**config.mk**
```make
export PLATFORM = sky130hd
export DESIGN_NAME = delay_line
export DESIGN_NICKNAME = d
export VERILOG_FILES = /design/src/rtl/delay_line.sv
export SDC_FILE = /design/constraint.sdc
export NUM_CORES = 1
export LEC_CHECK = 0
export BUFFER_PORTS_ARGS = -buffer_cell sky130_fd_sc_hd__buf_2
export CAP_MARGIN = 20
export CORE_MARGIN = 1.5
export CORE_UTILIZATION = 30
export CTS_BUF_LIST = sky130_fd_sc_hd__clkbuf_4 sky130_fd_sc_hd__clkbuf_8
export DETAILED_ROUTE_END_ITERATION = 10
export PLACE_DENSITY = 0.52
export SYNTH_ARGS = -nofsm -noshare
export SYNTH_HDL_FRONTEND = slang
export SYNTH_SLANG_ARGS = --single-unit
```
**constraint.sdc**
```tcl
create_clock -name clk -period 3.6 [get_ports clk]
set_clock_uncertainty 0.1 [all_clocks]
set_input_delay 0.72 -clock clk [delete_from_list [all_inputs] [get_ports clk]]
set_output_delay 0.72 -clock clk [all_outputs]
set_load 0.1 [all_outputs]
```
**src/rtl/delay_line.sv**
```systemverilog
// Runtime-programmable delay line with per-sample valid, stall, flush and fill tracking.
// Optional zero-latency bypass for delay_sel == 0 is enabled by defining DELAY_LINE_BYPASS_EN.
module delay_line #(
    parameter int WIDTH = 16,
    parameter int DEPTH = 4,
    parameter int SW    = $clog2(DEPTH + 1)
) (
    input  logic             clk,
    input  logic             rst_n,
    input  logic             en,
    input  logic             flush,
    input  logic [SW-1:0]    delay_sel,
    input  logic [WIDTH-1:0] din,
    input  logic             din_valid,
    output logic [WIDTH-1:0] dout,
    output logic             dout_valid,
    output logic             primed,
    output logic [SW-1:0]    sel_cur
);

    localparam logic [SW-1:0] DEPTH_SW = SW'(DEPTH);
`ifdef DELAY_LINE_BYPASS_EN
    localparam logic [SW-1:0] SEL_ZERO = '0;
`else
    localparam logic [SW-1:0] SEL_ZERO = SW'(1);
`endif

    logic [WIDTH-1:0] stage_q [DEPTH];
    logic [WIDTH-1:0] stage_d [DEPTH];
    logic [DEPTH-1:0] vld_q, vld_d;
    logic [SW-1:0]    fill_q, fill_d;
    logic [SW-1:0]    sel_q, sel_d;
    logic [SW-1:0]    sel_eff;
    logic [WIDTH-1:0] tap_data;
    logic             tap_vld;
    logic             bypass;

    always_comb begin
        sel_eff = delay_sel;
        if (delay_sel > DEPTH_SW) begin
            sel_eff = DEPTH_SW;
        end else if (delay_sel == '0) begin
            sel_eff = SEL_ZERO;
        end
    end

    // A latency change is treated exactly like a flush so samples never duplicate or reorder.
    always_comb begin
        stage_d = stage_q;
        vld_d   = vld_q;
        fill_d  = fill_q;
        sel_d   = sel_q;
        if (flush || (sel_eff != sel_q)) begin
            vld_d  = '0;
            fill_d = '0;
            sel_d  = sel_eff;
        end else if (en) begin
            stage_d[0] = din;
            vld_d[0]   = din_valid;
            for (int i = 1; i < DEPTH; i++) begin
                stage_d[i] = stage_q[i-1];
                vld_d[i]   = vld_q[i-1];
            end
            if (fill_q != DEPTH_SW) begin
                fill_d = fill_q + SW'(1);
            end
        end
    end

    always_ff @(posedge clk or negedge rst_n) begin
        if (!rst_n) begin
            for (int i = 0; i < DEPTH; i++) begin
                stage_q[i] <= '0;
            end
            vld_q  <= '0;
            fill_q <= '0;
            sel_q  <= SW'(1);
        end else begin
            stage_q <= stage_d;
            vld_q   <= vld_d;
            fill_q  <= fill_d;
            sel_q   <= sel_d;
        end
    end

    // Output tap is stage[sel_q-1]; purely a mux over registers.
    always_comb begin
        tap_data = '0;
        tap_vld  = 1'b0;
        for (int i = 0; i < DEPTH; i++) begin
            if (sel_q == SW'(i + 1)) begin
                tap_data = stage_q[i];
                tap_vld  = vld_q[i];
            end
        end
    end

`ifdef DELAY_LINE_BYPASS_EN
    assign bypass = (sel_q == '0);
`else
    assign bypass = 1'b0;
`endif

    assign dout_valid = bypass ? din_valid : tap_vld;
    assign dout       = dout_valid ? (bypass ? din : tap_data) : '0;
    assign primed     = bypass | (fill_q >= sel_q);
    assign sel_cur    = sel_q;

endmodule

```
==> metrics.cfg <==
[status]
outcome=finished, final reports clean

[detailed_routing]
avgViaCountPerCell=4.62
antenna_violating_nets_post_route=0
num_vias=2353
dr.pass1.iters=4
detail_route.drc_violations=0
wl_per_cell_um=15.8
postRouteWirelength_um=8030
first_iter_violations=96

[synthesis]
synth.cell_area_um2=3820
async_flop_share_pct=100
post_synth.cell_area_avg_um2=13.3
ys_top_cells_by_area=sky130_fd_sc_hd__dfrtp_1 (48%), sky130_fd_sc_hd__mux2_4 (24%), sky130_fd_sc_hd__mux2_2 (4.4%), sky130_fd_sc_hd__mux2i_1 (2.6%), sky130_fd_sc_hd__a2bb2oi_1 (2.5%)
synth_enable_flop_cells=0
postSynthRegisterBits=74
yosys.area.top_type_share_pct=47.8
yosys_warnings=0
post-synth-top-area-cell=sky130_fd_sc_hd__dfrtp_1
synthesis.instances=288
yosys.cell_types.count=35
ys_seq_area_share_pct=48.5
synth_nets=317
synthFlopType=sky130_fd_sc_hd__dfrtp_1

[place]
gp_routability_congestion=0.739
post-dp-hpwl_um=5280
placement.cell_area_um2=4630
numPortBuffers=44
dp.cells=494
detailedPlace.worstSlack_ns=0.508

[clock_network]
htreeDepth=3
postCtsSetupRepairBufs=0
cts.clk_slew.worst_paths_ns=0.08
tritoncts=done
tritoncts.num_buffers=9
cts.root.buffer_cell=sky130_fd_sc_hd__clkbuf_8
cts_max_path_buffers=2
ctsResizeCount=0
cts-hold-fix-buffers=0
cts.sinks=74
clk-insertion-delay-late_ns=0.35

[run]
drv_cap=0

[grt]
grt_first_pass_wirelength_um=13400
first_global_vias=2438
grtUsageTotal_pct=13.1
largest_net_degree_at_the_start_of_global_routing=30
antenna_found_initial=0
gr-total-overflow=0

[worst_setup_path]
crit_type=register to output port
crit_arrival_ns=2.62
critPathRequiredTime_ns=2.78
path_max_fanout=26
setup.worst_path.end_class=output port
startpoint_type=register
worst_r2r_path_depth=5

[layout]
drive_gt1_share_pct=49.3
register_area_um2=1860
antenna_cells_inserted=0
stdcell_area_um2=4830
post-route-util_pct=38.6
stdcell_count=509
area_growth_pct=26.3
final_net_count=362
multi_input_area_um2=2060
layout.filler_cells=1209

[timing]
worst_slew_margin_rel_pct=49.4
postLayoutSetupSlackWorst_ns=0.158
worst_hold_margin_ns=0.281
setup-tns-final_ns=0
tightestPinTransition_ns=0.758
slew_viol_final=0
hold_viol_final=0
finalSetupViolCount=0
grt_setup_unrepaired=no
max_fclk_ghz=0.291
layout_worst_path_cycle_share_pct=95.6
finalCriticalPeriod_ns=3.44

[min_path]
timing.hold.worst.class=input port to async pin

[die]
floorplan.io_pins=45
initial_utilization_pct=30.5
die_height_um=116
die_w_um=116
floorplan.core_area_um2=12500
core.rowCount=41
design.die.area_um2=13400

[power_and_ir_drop]
power-per-cell-area_nw_per_um2=556
leakage_nw=2.30
max-vdd-ir-drop_uv=194
report.power.total_mw=2.68

==> logic make-up after synthesis <==
family / synth area share [%]
buf+inv: 3.67
mux: 30.6
flops: 48.5
xor+xnor: 0.459
fa+ha+maj: 1.64
compound gates: 8.35
simple gates: 6.75
==> worst max-delay path: stages, from the launching register on <==
cell and delay [ns]:
sky130_fd_sc_hd__dfstp_4 0.87, sky130_fd_sc_hd__mux2i_1 0.18, sky130_fd_sc_hd__a211o_1 0.54, sky130_fd_sc_hd__o21ai_2 0.24
sky130_fd_sc_hd__buf_2 0.45
==> cell usage after synthesis, types with 3 or more instances <==
library cell / number
sky130_fd_sc_hd__nor2b_1: 3
sky130_fd_sc_hd__clkbuf_1: 6
sky130_fd_sc_hd__nor2_1: 25
sky130_fd_sc_hd__a22oi_1: 11
sky130_fd_sc_hd__buf_2: 4
sky130_fd_sc_hd__mux2_4: 60
sky130_fd_sc_hd__buf_1: 3
sky130_fd_sc_hd__dfrtp_1: 73
sky130_fd_sc_hd__a21oi_1: 9
sky130_fd_sc_hd__mux2i_1: 10
sky130_fd_sc_hd__buf_6: 6
sky130_fd_sc_hd__mux2_2: 15
sky130_fd_sc_hd__ha_1: 5
sky130_fd_sc_hd__o21ai_0: 4
sky130_fd_sc_hd__inv_1: 5
sky130_fd_sc_hd__a211oi_1: 3
sky130_fd_sc_hd__a2bb2oi_1: 11
sky130_fd_sc_hd__nand2_1: 15
==> path summary, 6_finish.rpt <==
kind                                   startpoint                      end  slack (ns)
max                        sel_cur[0]$_DFFE_PN1P_                  dout[0]        0.16
min                                         rst_n  stage_q[61]$_DFFE_PN0P_        0.28
max reg2reg                sel_cur[2]$_DFFE_PN0P_  stage_q[44]$_DFFE_PN0P_        0.71
min reg2reg                stage_q[2]$_DFFE_PN0P_   stage_q[2]$_DFFE_PN0P_        0.41
max in group asynchronous                   rst_n   stage_q[1]$_DFFE_PN0P_        2.34
min in group clk           stage_q[2]$_DFFE_PN0P_   stage_q[2]$_DFFE_PN0P_        0.41
==> power by group <==
part / internal, mW / switching (mW)
clock network: 0.349 / 0.298
registers: 1.09 / 0.223
logic: 0.485 / 0.235
==> layer usage <==
metal / vias to the layer above / part of all wire [%] / global-route usage (%)
li1: 1122 / - / -
met3: 9 / 2.2 / 2.56
met5: - / 0 / 0
met2: 25 / 45 / 18.7
met1: 1197 / 52 / 19.4
met4: 0 / 1.5 / 5.45
==> layout make-up <==
type	instances	share of cell area [%]
multi-input cells	190	42.7
flip-flops and latches	74	38.5
repair buffers	53	9.90
well taps	172	4.46
clock buffers	12	3.16
clock inverters	3	0.830
inverters	5	0.389
==> cells in the final DEF (no fill, tap or decap), drive strengths merged, types with 2 or more instances in the layout <==
| cell | netlist | final |
|---|---|---|
| a211oi | 3 | 3 |
| a21o | 2 | 2 |
| a21oi | 9 | 9 |
| a22oi | 11 | 11 |
| a2bb2oi | 11 | 11 |
| buf | 13 | 53 |
| clkbuf | 6 | 12 |
| clkinv | 0 | 2 |
| dfrtp | 73 | 73 |
| ha | 5 | 5 |
| inv | 5 | 5 |
| mux2 | 75 | 75 |
| mux2i | 10 | 10 |
| nand2 | 15 | 15 |
| nand2b | 2 | 2 |
| nand3 | 2 | 2 |
| nor2 | 25 | 25 |
| nor2b | 3 | 3 |
| o21ai | 4 | 4 |
| o22ai | 2 | 2 |
==> state kept, by name (all words and copies together), names as in the netlist <==
name     count
fill_q       3
sel_cur      3
stage_q     64
vld_q        4
Power figures use the tool's default switching activity.
